[config.mk]
export PLATFORM = sky130hd
export DESIGN_NAME = cpu_core_mc
export DESIGN_NICKNAME = d
export VERILOG_FILES = /design/src/rtl/cpu_core_mc.sv
export SDC_FILE = /design/constraint.sdc
export NUM_CORES = 1
export LEC_CHECK = 0
export CAP_MARGIN = 0
export CORE_UTILIZATION = 45
export CTS_CLUSTER_DIAMETER = 60
export CTS_CLUSTER_SIZE = 14
export DETAILED_ROUTE_END_ITERATION = 6
export PLACE_DENSITY = 0.65
export SYNTH_ARGS = -nofsm -noshare
export SYNTH_HDL_FRONTEND = slang
export SYNTH_SLANG_ARGS = --single-unit
[constraint.sdc]
create_clock -name clk -period 23.1 [get_ports clk]
set_input_delay 2.31 -clock clk [delete_from_list [all_inputs] [get_ports clk]]
set_output_delay 2.31 -clock clk [all_outputs]
set_load 0.05 [all_outputs]
[src/rtl/cpu_core_mc.sv]
// Multi-cycle 16-bit-instruction CPU core: FETCH/DECODE/EXEC/MEM/WB sequencer with
// handshaked instruction and data buses, 16-entry register file (r0 hardwired to zero).
module cpu_core_mc #(
   parameter int unsigned DATA_W   = 16,
   parameter logic [15:0] RESET_PC = 16'h0000
) (
   input  logic              clk,
   input  logic              pc_reset,
   input  logic              run,
   output logic              imem_req,
   output logic [15:0]       imem_addr,
   input  logic              imem_ready,
   input  logic [15:0]       imem_rdata,
   output logic              dmem_req,
   output logic              dmem_we,
   output logic [15:0]       dmem_addr,
   output logic [DATA_W-1:0] dmem_wdata,
   input  logic              dmem_ready,
   input  logic [DATA_W-1:0] dmem_rdata,
   output logic [15:0]       pc_out,
   output logic              retire,
   output logic              halted
);

   typedef enum logic [2:0] {
      S_FETCH  = 3'd0,
      S_DECODE = 3'd1,
      S_EXEC   = 3'd2,
      S_MEM    = 3'd3,
      S_WB     = 3'd4,
      S_HALT   = 3'd5
   } state_t;

   state_t            state_r;
   state_t            state_next_s;
   logic [15:0]       pc_r;
   logic [15:0]       ir_r;
   logic [15:0]       addr_r;
   logic [15:0]       next_pc_r;
   logic [DATA_W-1:0] a_r;
   logic [DATA_W-1:0] b_r;
   logic [DATA_W-1:0] result_r;
   logic              wr_en_r;
   logic [3:0]        wr_idx_r;
   logic [DATA_W-1:0] rf_r [16];

   logic [3:0]        op_s;
   logic [3:0]        rs_s;
   logic [3:0]        rt_s;
   logic [3:0]        rd_s;
   logic [15:0]       pc_inc_s;
   logic [DATA_W-1:0] imm_sext_s;
   logic [DATA_W-1:0] sum_s;
   logic [DATA_W-1:0] alu_s;
   logic [15:0]       next_pc_s;
   logic              wr_en_s;
   logic [3:0]        wr_idx_s;

   assign op_s       = ir_r[15:12];
   assign rs_s       = ir_r[11:8];
   assign rt_s       = ir_r[7:4];
   assign rd_s       = ir_r[3:0];
   assign pc_inc_s   = pc_r + 16'd1;
   assign imm_sext_s = DATA_W'($signed(ir_r[3:0]));
   assign sum_s      = a_r + imm_sext_s;

   assign imem_addr  = pc_r;
   assign pc_out     = pc_r;
   assign dmem_addr  = addr_r;
   assign dmem_wdata = b_r;

   // State register
   always_ff @(posedge clk or posedge pc_reset) begin
      if (pc_reset) begin
         state_r <= S_FETCH;
      end else begin
         state_r <= state_next_s;
      end
   end

   // Next-state logic
   always_comb begin
      state_next_s = state_r;
      case (state_r)
         S_FETCH: begin
            if (run && imem_ready) state_next_s = S_DECODE;
            else                   state_next_s = S_FETCH;
         end
         S_DECODE: state_next_s = S_EXEC;
         S_EXEC: begin
            if (op_s == 4'h9 || op_s == 4'hA) state_next_s = S_MEM;
            else if (op_s == 4'hF)            state_next_s = S_HALT;
            else                              state_next_s = S_WB;
         end
         S_MEM: begin
            if (dmem_ready) state_next_s = S_WB;
            else            state_next_s = S_MEM;
         end
         S_WB:    state_next_s = S_FETCH;
         S_HALT:  state_next_s = S_HALT;
         default: state_next_s = S_FETCH;
      endcase
   end

   // Bus strobes and status; imem_req is masked by reset because reset forces FETCH
   always_comb begin
      imem_req = 1'b0;
      dmem_req = 1'b0;
      dmem_we  = 1'b0;
      retire   = 1'b0;
      halted   = 1'b0;
      case (state_r)
         S_FETCH: imem_req = run & ~pc_reset;
         S_MEM: begin
            dmem_req = 1'b1;
            dmem_we  = (op_s == 4'hA);
         end
         S_WB:    retire = 1'b1;
         S_HALT:  halted = 1'b1;
         default: imem_req = 1'b0;
      endcase
   end

   // ALU, branch target and writeback selection for the instruction in IR
   always_comb begin
      alu_s     = '0;
      next_pc_s = pc_inc_s;
      wr_en_s   = 1'b0;
      wr_idx_s  = rd_s;
      case (op_s)
         4'h0: begin alu_s = a_r + b_r; wr_en_s = 1'b1; end
         4'h1: begin alu_s = a_r - b_r; wr_en_s = 1'b1; end
         4'h2: begin alu_s = a_r & b_r; wr_en_s = 1'b1; end
         4'h3: begin alu_s = a_r | b_r; wr_en_s = 1'b1; end
         4'h4: begin alu_s = a_r ^ b_r; wr_en_s = 1'b1; end
         4'h5: begin alu_s = DATA_W'($signed(a_r) < $signed(b_r)); wr_en_s = 1'b1; end
         4'h6: begin alu_s = sum_s;            wr_en_s = 1'b1; wr_idx_s = rt_s; end
         4'h7: begin alu_s = a_r << ir_r[3:0]; wr_en_s = 1'b1; wr_idx_s = rt_s; end
         4'h8: begin alu_s = a_r >> ir_r[3:0]; wr_en_s = 1'b1; wr_idx_s = rt_s; end
         4'h9: begin wr_en_s = 1'b1; wr_idx_s = rt_s; end
         4'hA: wr_en_s = 1'b0;
         4'hB: begin
            if (a_r == b_r) next_pc_s = pc_inc_s + 16'($signed(ir_r[3:0]));
            else            next_pc_s = pc_inc_s;
         end
         4'hC: next_pc_s = {pc_inc_s[15:12], ir_r[11:0]};
         4'hD: begin
            next_pc_s = pc_inc_s + 16'($signed(ir_r[11:4]));
            alu_s     = DATA_W'(pc_inc_s);
            wr_en_s   = 1'b1;
         end
         4'hE:    next_pc_s = a_r[15:0];
         4'hF:    next_pc_s = pc_r;
         default: next_pc_s = pc_inc_s;
      endcase
   end

   // Datapath registers, each loaded in the state that owns it
   always_ff @(posedge clk or posedge pc_reset) begin
      if (pc_reset) begin
         pc_r      <= RESET_PC;
         ir_r      <= 16'h0000;
         addr_r    <= 16'h0000;
         next_pc_r <= 16'h0000;
         a_r       <= '0;
         b_r       <= '0;
         result_r  <= '0;
         wr_en_r   <= 1'b0;
         wr_idx_r  <= 4'h0;
      end else begin
         case (state_r)
            S_FETCH: begin
               if (run && imem_ready) ir_r <= imem_rdata;
            end
            S_DECODE: begin
               a_r <= (rs_s == 4'h0) ? '0 : rf_r[rs_s];
               b_r <= (rt_s == 4'h0) ? '0 : rf_r[rt_s];
            end
            S_EXEC: begin
               result_r  <= alu_s;
               addr_r    <= sum_s[15:0];
               next_pc_r <= next_pc_s;
               wr_en_r   <= wr_en_s;
               wr_idx_r  <= wr_idx_s;
            end
            S_MEM: begin
               if (dmem_ready && op_s == 4'h9) result_r <= dmem_rdata;
            end
            S_WB:    pc_r <= next_pc_r;
            default: pc_r <= pc_r;
         endcase
      end
   end

   // Register file; entry 0 is never written so it always reads zero
   always_ff @(posedge clk or posedge pc_reset) begin
      if (pc_reset) begin
         for (int i = 0; i < 16; i++) rf_r[i] <= '0;
      end else if (state_r == S_WB && wr_en_r && wr_idx_r != 4'h0) begin
         rf_r[wr_idx_r] <= result_r;
      end
   end

endmodule

# Word level (Yosys, flattened, before mapping)
# Index checks and enable logic that the tools add are counted.
[op_classes]
n_addsub = 6
magnitude_cmp = 5
eq_ne = 22
n_shift = 2
mux = 28
bitwise_logic = 8
n_reduce_logical = 16
[op_table]
columns = ["operator", "count"]
rows = [
  ["$bwmux W256", 1],
  ["$pmux W16 S10", 1],
  ["$mux W16", 9],
  ["$bmux W16 S4", 2],
  ["$pmux W16 S5", 1],
  ["$add A16 B16 Y16", 4],
  ["$demux W16 S4", 1],
  ["$eq A4 B4 Y1 const B", 8],
  ["$pmux W16 S2", 1],
  ["$add A16 B1 Y16 const B", 1],
  ["$and A16 B16 Y16", 1],
  ["$eq A16 B16 Y1", 1],
  ["$eq A4 B3 Y1 const B", 4],
  ["$lt A16 B16 Y1", 1],
  ["$or A16 B16 Y16", 1],
  ["$shl A16 B4 Y16", 1],
  ["$shr A16 B4 Y16", 1],
  ["$sub A16 B16 Y16", 1],
  ["$xor A16 B16 Y16", 1],
  ["$ge A5 B5 Y1 const B", 3],
  ["$not A4 Y5", 3],
  ["$pmux W3 S5", 1],
  ["$logic_not A4 Y1", 3],
  ["$reduce_or A11 Y1", 1],
  ["other kinds (19)", 35],
]
[word_totals]
reg_bits = 376
in_bits = 37
output_inout_bits = 69
word_cells = 113

# Logic depth before layout (Yosys ltp)
# Gate-level depths: netlist (run 1).
[logic_depth]
word_depth = 6
depth_mapped = 15
depth_no_buf = 15

# Worst setup path before layout (run 1)
# Ideal clock, no wire load.
[synth_path]
kind = "input port to output port"
startpoint = "input pc_reset"
endpoint = "output imem_req"
t_arrival_ns = 11.119
t_required_ns = 20.790
path_slack_ns = 9.671
stages = 2
path_buffers = 0
path_cell_list = "inv_1 -> and2_1"
[synth_via]
elab_chain_cells = 3
[synth_lines]
columns = ["item", "line_no", "source"]
rows = [
  ["start: declaration", "8", "input logic pc_reset,"],
  ["$not A1 Y1", "113", "S_FETCH: imem_req = run & ~pc_reset;"],
  ["$and A1 B1 Y1", "113", ""],
  ["$mux W1", "112", "case (state_r)"],
  ["end: declaration", "10", "output logic imem_req,"],
]
# Every way passes these cells.

# Worst setup path in the final report (run 1)
# Same ends and word-level chain as after synthesis.

==> summary.txt, run 1 <==
STA
  – Tmin final: 6.83 ns
  – Final setup violation count: 0
  – Final slew viol count: 0
  – Max_slew headroom: 0.247
  – Final Cycle Share: 0.296
  – RSZ-0062 raised after global routing: false
  – Peak Freq: 146 MHz
  – Final Skew: 0.0320 ns
  – Slew @ Worst Pin: 1.13 ns
  – Fin. Hold Viols: 0
  – Total Neg Setup Slack: 0 ns

Layout
  – Most frequent cells in the layout: dfrtp_1, mux2_2, mux4_2
  – NumNets Final: 2,398
  – Post-route insts no fill: 3,029
  – Layout area overhead: 11.6%
  – Share of layout cells above drive strength 1: 0.260
  – Most common cell after layout, fill and taps aside: dfrtp_1
  – N_diodes: 0

Critical path
  – CP peak stage delay: 0.80 ns
  – Critical Path Stages: 4
  – Worst Path Required: 20.79 ns
  – CP max stage cell: clkdlybuf4s50_1
  – R2R cell count: 13
  – WP buf/inv: 3
  – Most Frequent Cell on Critical Path: clkdlybuf4s50_1
  – Element type at the critical path start: input port
  – Setup CP Type: input port to output port
  – CP Max Fanout: 128
  – Crit-path cells: clkdlybuf4s50_1 -> inv_8 -> and2_1 -> clkdlybuf4s50_1
  – Worst R2R Setup Slack: 18.94 ns
  – Worst Path Arrival: 4.52 ns
  – Top cell family by delay on the critical path: buffers and inverters
  – CP Capture Type: output port

Synthesis
  – Post-Synthesis Cells: 2,259
  – Post-synth cell types: 91
  – Ys async rst share: 1.00
  – Ys Warns: 0
  – Number of synthesized flops with an enable pin: 0
  – Mapped Area: 25,100 µm²
  – Seq/Total Area, Yosys: 0.374
  – Register bit total from synthesis: 376
  – Syn Nets: 2,399
  – Synth Flop Type: dfrtp_1
  – Syn avg cell area: 11.1 µm²

Die
  – Die height: 238 µm
  – Rows: 86
  – # IOs: 106
  – Core footprint: 55,100 µm²
  – Chip width: 238 µm
  – Initial Util: 0.456
  – Die Footprint: 56,800 µm²

Clock network
  – H-tree depth: 2
  – Worst-path clk slew: 0.07 ns
  – CTS root buf: clkbuf_16
  – Num CTS Buffers: 40
  – Latest clock arrival within the worst-skew pair: 0.60 ns
  – Postcts setup bufs: 0
  – CTS tree: yes
  – Post-CTS sizing: 0
  – Hold buffers post-CTS: 0
  – Worst-case clock buffer depth: 3
  – Sink Count: 376

Global routing
  – Pin count of the biggest net entering global routing: 176
  – Number of antenna violations at the first check in global routing: 1
  – Gr usage total: 0.295
  – Vias in the first global route: 19,523
  – GR Overflow Total: 0
  – Global-route wire length before repair: 125 mm

Placed design
  – I/O Buffers: 105
  – HPWL after DPL: 57.2 mm
  – RePlAce Congestion: 0.944
  – Cell total after placement: 2,964

Detailed routing
  – Post-route DRC violation count: 0
  – Via count: 19,370
  – Pre-antenna DRT Iters: 6
  – ANT nets after route: 0
  – Via density: 6.39
  – Routed WL: 83.3 mm
  – Iteration-0 DRC Markers: 1,911
  – Routed len/inst: 27.5 µm

Run status
  – Outcome: completed

Power
  – Pwr dens: 50.7 nW/µm²
  – Leakage power: 12.0 nW
  – VDD IR max: 0.0613 mV

Min path
  – WHS Path Cells: 0
  – Hold WC Path Type: flip-flop to flip-flop

Flow run
  – Max Cap Viol: 0
-- registers in the layout (all words and copies together) (netlist names) --
register,cells
wr_idx_r,4
imem_addr,16
state_r,3
result_r,16
ir_r,16
wr_en_r,1
a_r,16
next_pc_r,16
dmem_addr,16
dmem_wdata,16
rf_r,256
-- Yosys cell counts (34+ instances only) --
master | count | area (µm²)
inv_1 | 106 | 398
mux2i_1 | 34 | 340
mux4_2 | 168 | 3780
a21oi_1 | 121 | 606
xnor2_1 | 40 | 350
nor2_1 | 113 | 424
nand2_1 | 151 | 567
dfrtp_1 | 376 | 9410
o21ai_0 | 96 | 480
clkbuf_1 | 124 | 465
nor3_1 | 41 | 205
ha_1 | 98 | 1230
o22ai_1 | 46 | 288
mux2_2 | 274 | 3090
-- path summary, 6_finish.rpt --
path / startpoint / to
setup / recovery: pc_reset / imem_req
hold / removal: rf_r[250] / rf_r[250]
setup reg to reg: imem_addr[0] / next_pc_r[10]
hold reg to reg: rf_r[250] / rf_r[250]
max in group asynchronous: pc_reset / rf_r[215]
min in group asynchronous: pc_reset / ir_r[8]
-- stage by stage --
| stage | hold WS (ns) | cell area (µm²) | setup WS, ns | utilization | power, mW |
|---|---|---|---|---|---|
| global placement | 0.376 | 26700 | 16.17 | 0.485 | 0.757 |
| global route | 0.411 | 28000 | 16.06 | 0.509 | 1.47 |
| finish | 0.399 | 28000 | 16.27 | 0.509 | 1.42 |
| floorplan | 0.441 | 25100 | 9.67 | - | 0.727 |
| CTS | 0.399 | 28000 | 16.16 | 0.509 | 1.44 |
| detailed placement | 0.385 | 26700 | 16.17 | 0.485 | 0.758 |
-- area by class of cell --
class,instances,area (µm²)
Timing Repair Buffer,146,1370
Multi-Input combinational cell,1582,14500
Sequential cell,376,9430
Fill cell,4886,27000
Inverter,112,428
Tap cell,748,936
Clock buffer,44,1040
Clock inverter,21,319
-- per-layer routing --
metal | wire (µm) | track usage | up-vias
met5 | 0 | 0 | -
met3 | 5490 | 0.0451 | 181
met1 | 34600 | 0.393 | 9955
met2 | 39600 | 0.478 | 782
li1 | - | - | 8452
met4 | 3650 | 0.128 | 0
-- cell families (layout without fill, tap and decap cells) --
kind of cell,after synthesis,in the layout,synth area share
multiplexers,476,476,0.287
AO/OA/AOI/OAI,507,507,0.133
AND/OR/NAND/NOR,439,439,0.0831
buffers and inverters,301,323,0.0499
XOR/XNOR,57,57,0.0199
flip-flops,376,376,0.374
adder cells (fa/ha/maj),103,103,0.0528
-- where the power goes --
part	switching, mW	internal (mW)	total, mW
combinational	0.0543	0.0271	0.0814
clock	0.300	0.378	0.678
sequential	0.00429	0.660	0.664
total	0.358	1.06	1.42
(Power assumes the default switching activity.)
==> inputs of run 2 (changes only) <==
clock period = 6.5 ns   (was 23.1 ns; I/O delays follow)
==> summary.txt, run 2 (synthesis gave the netlist of run 1 again) <==
Run status
  – Outcome: completed (unchanged)

Power
  – Pwr dens: 174 nW/µm² (was 50.7 nW/µm²)
  – Leakage power: 12.0 nW (about the same)
  – VDD IR max: 0.221 mV (was 0.0613 mV)

Placed design
  – Cell total after placement: 2,967 (was 2,964)
  – Area post-placement: 26,700 µm² (about the same)
  – RePlAce Congestion: 1.02 (was 0.944)
  – I/O Buffers: 105 (unchanged)
  – HPWL after DPL: 60.1 mm (was 57.2 mm)

Detailed routing
  – Via density: 6.55 (was 6.39)
  – Iteration-0 DRC Markers: 1,946 (was 1,911)
  – Via count: 19,837 (was 19,370)
  – Routed WL: 86.4 mm (was 83.3 mm)
  – Routed len/inst: 28.5 µm (was 27.5 µm)
  – ANT nets after route: 0 (unchanged)
  – Post-route DRC violation count: 0 (unchanged)
  – Pre-antenna DRT Iters: 6 (unchanged)

Min path
  – WHS Path Cells: 0 (unchanged)
  – Hold WC Path Type: flip-flop to flip-flop (unchanged)

Critical path
  – Most Frequent Cell on Critical Path: ha_1 (was clkdlybuf4s50_1)
  – R2R cell count: 13 (unchanged)
  – Critical Path Stages: 13 (was 4)
  – WP buf/inv: 1 (was 3)
  – CP Capture Type: flip-flop (was output port)
  – CP max stage cell: xnor2_1 (was clkdlybuf4s50_1)
  – CP peak stage delay: 0.93 ns (was 0.80 ns)
  – Element type at the critical path start: flip-flop (was input port)
  – Setup CP Type: flip-flop to flip-flop (was input port to output port)
  – Top cell family by delay on the critical path: compound AO/OA/AOI/OAI gates (was buffers and inverters)
  – Crit-path cells: ha_1 -> xnor2_1 -> inv_1 -> ha_1 -> nor2b_1 -> o21ai_0 -> a21boi_1 -> o2111ai_1 -> o21ai_1 -> xor2_1 -> a221oi_1 -> a21oi_1 -> o221a_2 (was clkdlybuf4s50_1 -> inv_8 -> and2_1 -> clkdlybuf4s50_1)
  – CP Max Fanout: 8 (was 128)
  – Worst Path Required: 6.99 ns (was 20.79 ns)
  – Worst Path Arrival: 4.83 ns (was 4.52 ns)

Layout
  – Largest register FFs: 256 (unchanged)
  – Multi-input logic area: 14,500 µm² (about the same)
  – Most common cell after layout, fill and taps aside: dfrtp_1 (unchanged)
  – Post-route insts no fill: 3,028 (was 3,029)
  – Top reg by flops: rf_r (unchanged)
  – Most frequent cells in the layout: dfrtp_1, mux2_2, mux4_2 (unchanged)
  – NumNets Final: 2,400 (was 2,398)
  – Sequential cell area: 9430 µm² (unchanged)
  – Core Util, Final: 0.507 (was 0.509)
  – Post-route cell area: 27,900 µm² (was 28,000 µm²)
  – Share of layout cells above drive strength 1: 0.259 (was 0.260)
  – Fill cells: 4,982 (was 4,886)
  – Layout area overhead: 11.0% (was 11.6%)

STA
  – Peak Freq: 230 MHz
  – Max_slew headroom: 0.134 (was 0.247)
  – Hold WS: 0.394 ns (was 0.399 ns)
  – Total Neg Setup Slack: 0 ns (unchanged)
  – Final slew viol count: 0 (unchanged)
  – Final Cycle Share: 0.668
  – Slew @ Worst Pin: 1.30 ns (was 1.13 ns)
  – Final setup violation count: 0 (unchanged)
  – Final Skew: 0.0440 ns (was 0.0320 ns)
  – Fin. Hold Viols: 0 (unchanged)
  – RSZ-0062 raised after global routing: false (unchanged)
  – Tmin final: 4.34 ns

Global routing
  – Number of antenna violations at the first check in global routing: 1 (unchanged)
  – Pin count of the biggest net entering global routing: 162 (was 176)
  – Vias in the first global route: 19,575 (was 19,523)
  – Global-route wire length before repair: 129 mm (was 125 mm)
  – Gr usage total: 0.304 (was 0.295)
  – GR Overflow Total: 0 (unchanged)

Die
  – Core footprint: 55,100 µm² (unchanged)
  – # IOs: 106 (unchanged)
  – Initial Util: 0.456 (unchanged)
  – Die Footprint: 56,800 µm² (unchanged)
  – Rows: 86 (unchanged)
  – Die height: 238 µm (unchanged)
  – Chip width: 238 µm (unchanged)

Flow run
  – Max Cap Viol: 0 (unchanged)

Clock network
  – CTS root buf: clkbuf_16 (unchanged)
  – Sink Count: 376 (unchanged)
  – Num CTS Buffers: 39 (was 40)
  – H-tree depth: 2 (unchanged)
  – Postcts setup bufs: 0 (unchanged)
  – Post-CTS sizing: 0 (unchanged)
  – Worst-path clk slew: 0.06 ns (was 0.07 ns)
  – Hold buffers post-CTS: 0 (unchanged)
  – Latest clock arrival within the worst-skew pair: 0.61 ns (was 0.60 ns)
  – Worst-case clock buffer depth: 3 (unchanged)
  – CTS tree: yes (unchanged)
[run 2: changes by cell type in the layout (fill, tap and decap cells not counted), moves of 2 or more]
cell        before  now
clkinv_2         5    1
clkinvlp_4       2    4
buf_4           40   43
bufinv_16        4    0
[run 2: final cells by class]
class / instances / area share
clock buffers: 45 / 0.0369
repair buffers: 149 / 0.0499
inverters: 112 / 0.0152
well taps: 748 / 0.0335
clock inverters: 15 / 0.00614
multi-input cells: 1582 / 0.520
flip-flops and latches: 376 / 0.338
diodes: 1 / 0.0000897
[run 2: through the flow]
step | setup WS, ns | power (mW)
after global routing | 1.96 | 5.00
after global placement | 2.45 | 2.69
after detailed placement | 2.42 | 2.69
after CTS | 2.38 | 4.90
final | 2.16 | 4.86
after floorplan | -1.17 | 2.59
[run 2: worst paths after layout]
path                                   start       endpoint  slack, ns
worst max-delay path            imem_addr[0]  next_pc_r[10]       2.16
worst min-delay path               rf_r[250]      rf_r[250]       0.39
worst max register to register  imem_addr[0]  next_pc_r[10]       2.16
worst min register to register     rf_r[250]      rf_r[250]       0.39
max in group asynchronous           pc_reset       rf_r[19]       3.88
min in group asynchronous           pc_reset      rf_r[234]       0.46
[run 2: report_power, final]
part | internal (mW) | total [mW] | switching (mW)
sequential | 2.34 | 2.37 | 0.0270
clock | 1.16 | 2.21 | 1.05
combinational | 0.0973 | 0.279 | 0.182
[run 2: metal layers]
metal,GRT usage,share of wire,up-vias
met4,0.139,0.046,0
met1,0.412,0.41,10229
met2,0.486,0.47,913
met5,0,0,-
met3,0.0426,0.071,228
li1,-,-,8467
